==> src/rtl/mseq_gen_bank.sv <==
// Four 64-bit Fibonacci LFSRs XOR-combined into a serial keystream, packed into bytes with ready/valid flow control.
// Optional macro MSEQ_ZERO_SEED_GUARD_EN substitutes 64'h1 for an all-zero seed so no generator can lock up.
module mseq_gen_bank #(
    parameter int INPUT_DATA_WIDTH = 288
) (
    input  logic                        clk,
    input  logic                        rst_n,
    input  logic [INPUT_DATA_WIDTH-1:0] MSEQ_din,
    input  logic [3:0]                  MSEQ_din_valid,
    input  logic                        key_ready,
    output logic [7:0]                  key_byte,
    output logic                        key_valid,
    output logic [3:0]                  seeded,
    output logic                        running
);

    localparam logic [1:0] ST_IDLE = 2'd0;
    localparam logic [1:0] ST_SEED = 2'd1;
    localparam logic [1:0] ST_RUN  = 2'd2;

    logic [1:0]  state;
    logic [63:0] gen [4];
    logic [7:0]  collector;
    logic [2:0]  bit_cnt;

    logic [63:0] seed_raw;
    logic [63:0] seed;
    logic        advance;
    logic        out_bit;
    logic [7:0]  next_col;

    // x^64+x^63+x^61+x^60+1, taps on bits 63/62/60/59, shifting toward the MSB
    function automatic logic [63:0] lfsr_step(input logic [63:0] s);
        return {s[62:0], s[63] ^ s[62] ^ s[60] ^ s[59]};
    endfunction

    // The top 32 bits of the 288-bit word fold into the low half of the seed.
    // NOTE: every signal driven here gets a value on every path, so no latch is inferred.
    always_comb begin
        seed_raw = MSEQ_din[63:0] ^ MSEQ_din[127:64] ^ MSEQ_din[191:128]
                 ^ MSEQ_din[255:192] ^ {32'h0, MSEQ_din[287:256]};
`ifdef MSEQ_ZERO_SEED_GUARD_EN
        seed = (seed_raw == 64'h0) ? 64'h0000_0000_0000_0001 : seed_raw;
`else
        seed = seed_raw;
`endif
    end

    assign running  = (state == ST_RUN);
    assign advance  = running && (!key_valid || key_ready);
    assign out_bit  = gen[0][63] ^ gen[1][63] ^ gen[2][63] ^ gen[3][63];
    assign next_col = {collector[6:0], out_bit};

    // A reseed wins over a step and is taken even while the output is stalled.
    // NOTE: sequential state uses non-blocking assignments so every flop samples pre-edge values.
    always_ff @(posedge clk or negedge rst_n) begin
        if (!rst_n) begin
            for (int i = 0; i < 4; i++) gen[i] <= 64'h0;
        end else begin
            for (int i = 0; i < 4; i++) begin
                if (MSEQ_din_valid[i]) begin
                    gen[i] <= seed;
                end else if (advance) begin
                    gen[i] <= lfsr_step(gen[i]);
                end
            end
        end
    end

    // The state follows the registered seeded mask, so RUN starts one edge after the last seed lands.
    always_ff @(posedge clk or negedge rst_n) begin
        if (!rst_n) begin
            seeded <= 4'h0;
            state  <= ST_IDLE;
        end else begin
            seeded <= seeded | MSEQ_din_valid;
            case (state)
                ST_IDLE, ST_SEED: begin
                    if (seeded == 4'hF) begin
                        state <= ST_RUN;
                    end else if (seeded != 4'h0) begin
                        state <= ST_SEED;
                    end else begin
                        state <= ST_IDLE;
                    end
                end
                ST_RUN:  state <= ST_RUN;
                default: state <= ST_IDLE;
            endcase
        end
    end

    // Collector and counter are deliberately untouched by reseeds; only reset clears them.
    always_ff @(posedge clk or negedge rst_n) begin
        if (!rst_n) begin
            collector <= 8'h00;
            bit_cnt   <= 3'd0;
            key_byte  <= 8'h00;
            key_valid <= 1'b0;
        end else begin
            if (advance) begin
                collector <= next_col;
                bit_cnt   <= bit_cnt + 3'd1;
            end
            if (advance && (bit_cnt == 3'd7)) begin
                key_byte  <= next_col;
                key_valid <= 1'b1;
            end else if (key_valid && key_ready) begin
                key_valid <= 1'b0;
            end
        end
    end

endmodule

==> config.mk <==
export PLATFORM = sky130hd
export DESIGN_NAME = mseq_gen_bank
export DESIGN_NICKNAME = d
export VERILOG_FILES = /design/src/rtl/mseq_gen_bank.sv
export SDC_FILE = /design/constraint.sdc
export NUM_CORES = 1
export LEC_CHECK = 0
export ABC_AREA = 1
export CORE_ASPECT_RATIO = 1.75
export CORE_MARGIN = 10
export CORE_UTILIZATION = 45
export DETAILED_ROUTE_END_ITERATION = 7
export PLACE_DENSITY = 0.7
export REMOVE_ABC_BUFFERS = 1
export SETUP_SLACK_MARGIN = 0.2
export SYNTH_ARGS = -nofsm -noshare
export SYNTH_HDL_FRONTEND = slang
export SYNTH_SLANG_ARGS = --single-unit
==> constraint.sdc <==
create_clock -name clk -period 2.4 [get_ports clk]
set_input_delay 0.48 -clock clk [delete_from_list [all_inputs] [get_ports clk]]
set_output_delay 0.48 -clock clk [all_outputs]
set_load 0.005 [all_outputs]
; Yosys cells after proc, flatten, opt, wreduce, memory -nomap -nowiden
; Cells that the tools add are included.
[totals]
input_bits = 295
elab_cells = 61
output_inout_bits = 14
regBits = 281
[classes]
n_mux = 13
bitwise = 20
reduce_logical = 13
n_addsub = 1
eq_ne = 4
[op_table]
columns = cell, count
row1 = 64-bit two-way mux, 8
row2 = 64-bit XOR, 3
row3 = 64-bit by 32-bit XOR with 64-bit output, 1
row4 = 1-bit XOR, 15
row5 = 2-bit nonzero test, 5
row6 = 4-bit equality test (second input constant), 1
row7 = 4-bit bitwise OR, 1
row8 = 2-bit case mux with 2 select lines, 1
row9 = 4-bit nonzero test, 1
row10 = 3-bit by 1-bit adder with 3-bit output (second input constant), 1
row11 = 3-bit equality test (second input constant), 1
row12 = 1-bit logical AND, 3
row13 = 1-bit two-way mux, 3
row14 = 2-bit by 1-bit equality test with 1-bit output (second input constant), 1
row15 = 2-bit equality test (second input constant), 1
row16 = 2-bit zero test, 1
row17 = 2-bit two-way mux, 1
row18 = 2-bit OR reduction, 1
row19 = 1-bit zero test, 1
row20 = 1-bit logical OR, 1

; Logic depth before layout (Yosys ltp)
[logic_depth]
depth_word = 5
ltp_mapped = 11
mapped_depth_nobuf = 9

; Worst setup path before layout
; OpenSTA, ideal clock, no wires.
[synth_timing]
kind = input -> register
start = input port key_ready
end = register gen[114] in the netlist's numbering
t_arrival_ps = 1456
setup_slack_ps = 879
n_path_buf = 2
required_ps = 2335
setup_ps = 65
path_stages = 11
path_cell_list = inv_1 -> nand2_1 -> nand2_4 -> nand2_1 -> inv_2 -> buf_2 -> buf_2 -> nand2_1 -> nand2_1 -> inv_1 -> nand2_1
[synth_between]
elab_chain_cells = 3
[synth_rtl]
columns = element, line
row1 = start: declaration, 10  ; input logic key_ready,
row2 = 1-bit logical OR, 50  ; assign advance = running && (!key_valid || key_ready);
row3 = 1-bit logical AND, 50
row4 = 2-bit nonzero test (no source line), n/a
row5 = end signal: indexed assignment, 64  ; gen[i] <= lfsr_step(gen[i]);
row6 = end: declaration, 22  ; logic [63:0] gen [4];
; No other way between the ends.
; A chain may end at the register's enable or synchronous reset.

; Worst setup path after layout
[layout_timing]
start = register state[0]
end = output port running
[layout_between]
elab_chain_cells = 1
[layout_rtl]
columns = element, line
row1 = start: declaration, 21  ; logic [1:0] state;
row2 = start signal: assignment, 74  ; state <= ST_IDLE;
row3 = start signal: assignment, 80  ; state <= ST_RUN;
row4 = start signal: assignment, 82  ; state <= ST_SEED;
row5 = 2-bit equality test, 49  ; assign running = (state == ST_RUN);
row6 = end: declaration, 14  ; output logic running
; No other way between the ends.

==> metrics.txt <==
Avg Inst Size Synth=around 6.5 um2; Nets=3132; Detail Placement HPWL=33.51 mm; Distinct cells, synth=20; R2R Path Start=state[1]; dpl ws=around 0.2 ns; initial core utilization=roughly 45%; initial antenna violation count=2; CORE AREA=36650 um2; hold slack=0.2522 ns; largest area contributor in the netlist=dfrtp_1; share of post-route cells with drive strength above 1=3.192%; Post-Syn Instances=2544; Reg-to-Reg End=gen[129]; placed cell areas=~20000 um2; routability cong.=around 0.83; first-pass GRT wire length=approximately 76 mm; Max Cap Viol=0; post-route cell area=21190 um2; ranking of synthesized cells by area=dfrtp_1 42%, nand2_1 31%, inv_1 9.4%; CTS Sinks=281; Max transition margin=around three fifths; IO buf count=308; worst slew pin tran=0.6097 ns; max frequency=0.4771 GHz; Die ar.=45240 um2; synth-to-layout area growth=27.76%; initial drt markers=slightly above 800; unrepaired setup endpoints after global routing=false; vias in the first global route=about 16000; Critical Path, Cell by Cell=nor2_4 > clkdlybuf4s50_1; routed vias=15760; mapped cell area=16590 um2; r2r setup slk=~0.7 ns; FF-to-FF path depth=10; num rows=between 90 and 100; critical path data required time=1.92 ns; Die H=274.0 um; critical path class=flip-flop to output port; Peak VDD IR=just under 500 uV; IO Count=309; Clock Latency Late Sink=0.54 ns; type of origin of the critical path=flip-flop; reported leakage power=11.80 nW; Final Hold Fails=0; CTS tree=built; Hold Path Origin=MSEQ_din_valid[3]; # DRC=0; Hold Crit Class=input pin to flip-flop; Final setup viols=0; global route overflow=0; Final Max Tran Viols=0; setup ws final=0.3040 ns; final total power=17.83 mW; drt wl/cell=13.83 um; GRT Util Overall=20.13%; crit path max fanout=2; clock skew=0.01169 ns; Yosys top cell area share=42.39%; PwrDens=841.4 nW/um2; status=complete, no violations; end of the worst hold path=seeded[3]; WHS Path Cells=2; post-synthesis sequential area ratio=42.39%; synth warn=0; via/cell ratio=between 4 and 5; Fin Setup TNS=0 ns; drt pass-1 iters=6; post-synthesis sequential element count=281; Die Wd=165.1 um; slowest CP cell=clkdlybuf4s50_1; Tcrit/Tclk final=between 80% and 90%; CTS buffer count=27; post-route ant nets=0; Crit path buffers/inverters=1; clk root buf=clkbuf_16; CP top delay family=buffers and inverters; CP Capture Type=output port; maximum clock insertion buffer count=3; critical path arrival=1.62 ns; H-tree Lvls=1; slowest stage delay, CP=0.52 ns; Clk pin slew, worst setup/hold paths=0.06 ns; largest net degree at the start of global routing=63; Period minus WS final=2.096 ns; Routed WL=46.02 mm
==> how the worst max path moves through the flow <==
stage,startpoint,slack [ns],cells past startpoint,end
floorplan,key_ready,0.05,8,gen[192]
global placement,key_ready,0.25,11,gen[138]
detailed placement,key_ready,0.21,11,gen[129]
CTS,state[0],0.25,2,running
global route,state[1],0.23,3,running
finish,state[0],0.30,2,running
==> layout make-up <==
cell class | instances | area, um2
antenna | 2 | 5.005
clock buffer | 36 | 739.5
clock inverter | 9 | 97.59
fill | 3495 | 15460
inverter | 420 | 1577
multi-input combinational | 1764 | 7644
sequential | 281 | 7032
tap | 475 | 594.3
timing repair buffer | 341 | 3503
==> flip-flops by register name, indices dropped and copies added, names as in the netlist <==
signal,cells
state,2
seeded,4
key_valid,1
gen,256
collector,7
bit_cnt,3
key_byte,8
==> stage by stage <==
stage          utilization (%)  cells
2_1_floorplan                -   2465
3_3_place_gp             55.49   3280
3_5_place_dp             55.49   3280
4_1_cts                  57.80   3326
5_1_grt                  57.82   3328
6_report                 57.82   3328
==> cell usage after synthesis (all sizes together) <==
cell type / number
xnor2: 100
xor2: 32
or2: 4
nand2: 1380
nand3: 197
a21oi: 3
buf: 38
nor4: 1
nor2: 17
dfrtp: 281
nand4: 1
o21ai: 27
ha: 2
inv: 420
clkbuf: 41
==> cell families after synthesis <==
kind of cell    Yosys count  synth area share, %
simple gates           1600                37.96
buf+inv                 499                11.62
flops                   281                42.39
xor+xnor                132                6.970
compound gates           30               0.9052
fa+ha+maj                 2               0.1508
==> cells in the final DEF (no fill, tap or decap), drive strengths merged <==
cell and n:
a21oi 3, clkinvlp 1, nor2 17, nor4 1, xnor2 100, clkinv 6, dfrtp 281, clkbuf 36
o21ai 27, nand2 1380, inv 420, bufinv 2, buf 37, nand3 197, nand4 1, clkdlybuf4s50 303
or2 4, xor2 32, diode 2, dlygate4sd3 1, ha 2
==> report_power, final <==
group          internal (mW)  total, mW  switching [mW]
Sequential              6.48       7.52            1.05
Clock                   2.36       4.19            1.82
Combinational           2.49       6.12            3.63
==> per-layer routing <==
layer / part of all wire (%) / global-route usage, % / up-vias
li1: - / - / 8015
met1: 38 / 21.46 / 7307
met2: 55 / 38.60 / 374
met3: 5.1 / 3.064 / 67
met4: 2.3 / 6.829 / 0
met5: 0 / 0 / -
==> what timing repair did <==
| item | in CTS | in global routing |
|---|---|---|
| resized for setup | 0 | 0 |
| hold endpoints to repair | 48 | 0 |
| hold buffers | 1 | 0 |
| endpoints found under the setup margin | 0 | 0 |
| buffers inserted | 0 | 0 |
(Power assumes the default switching activity.)
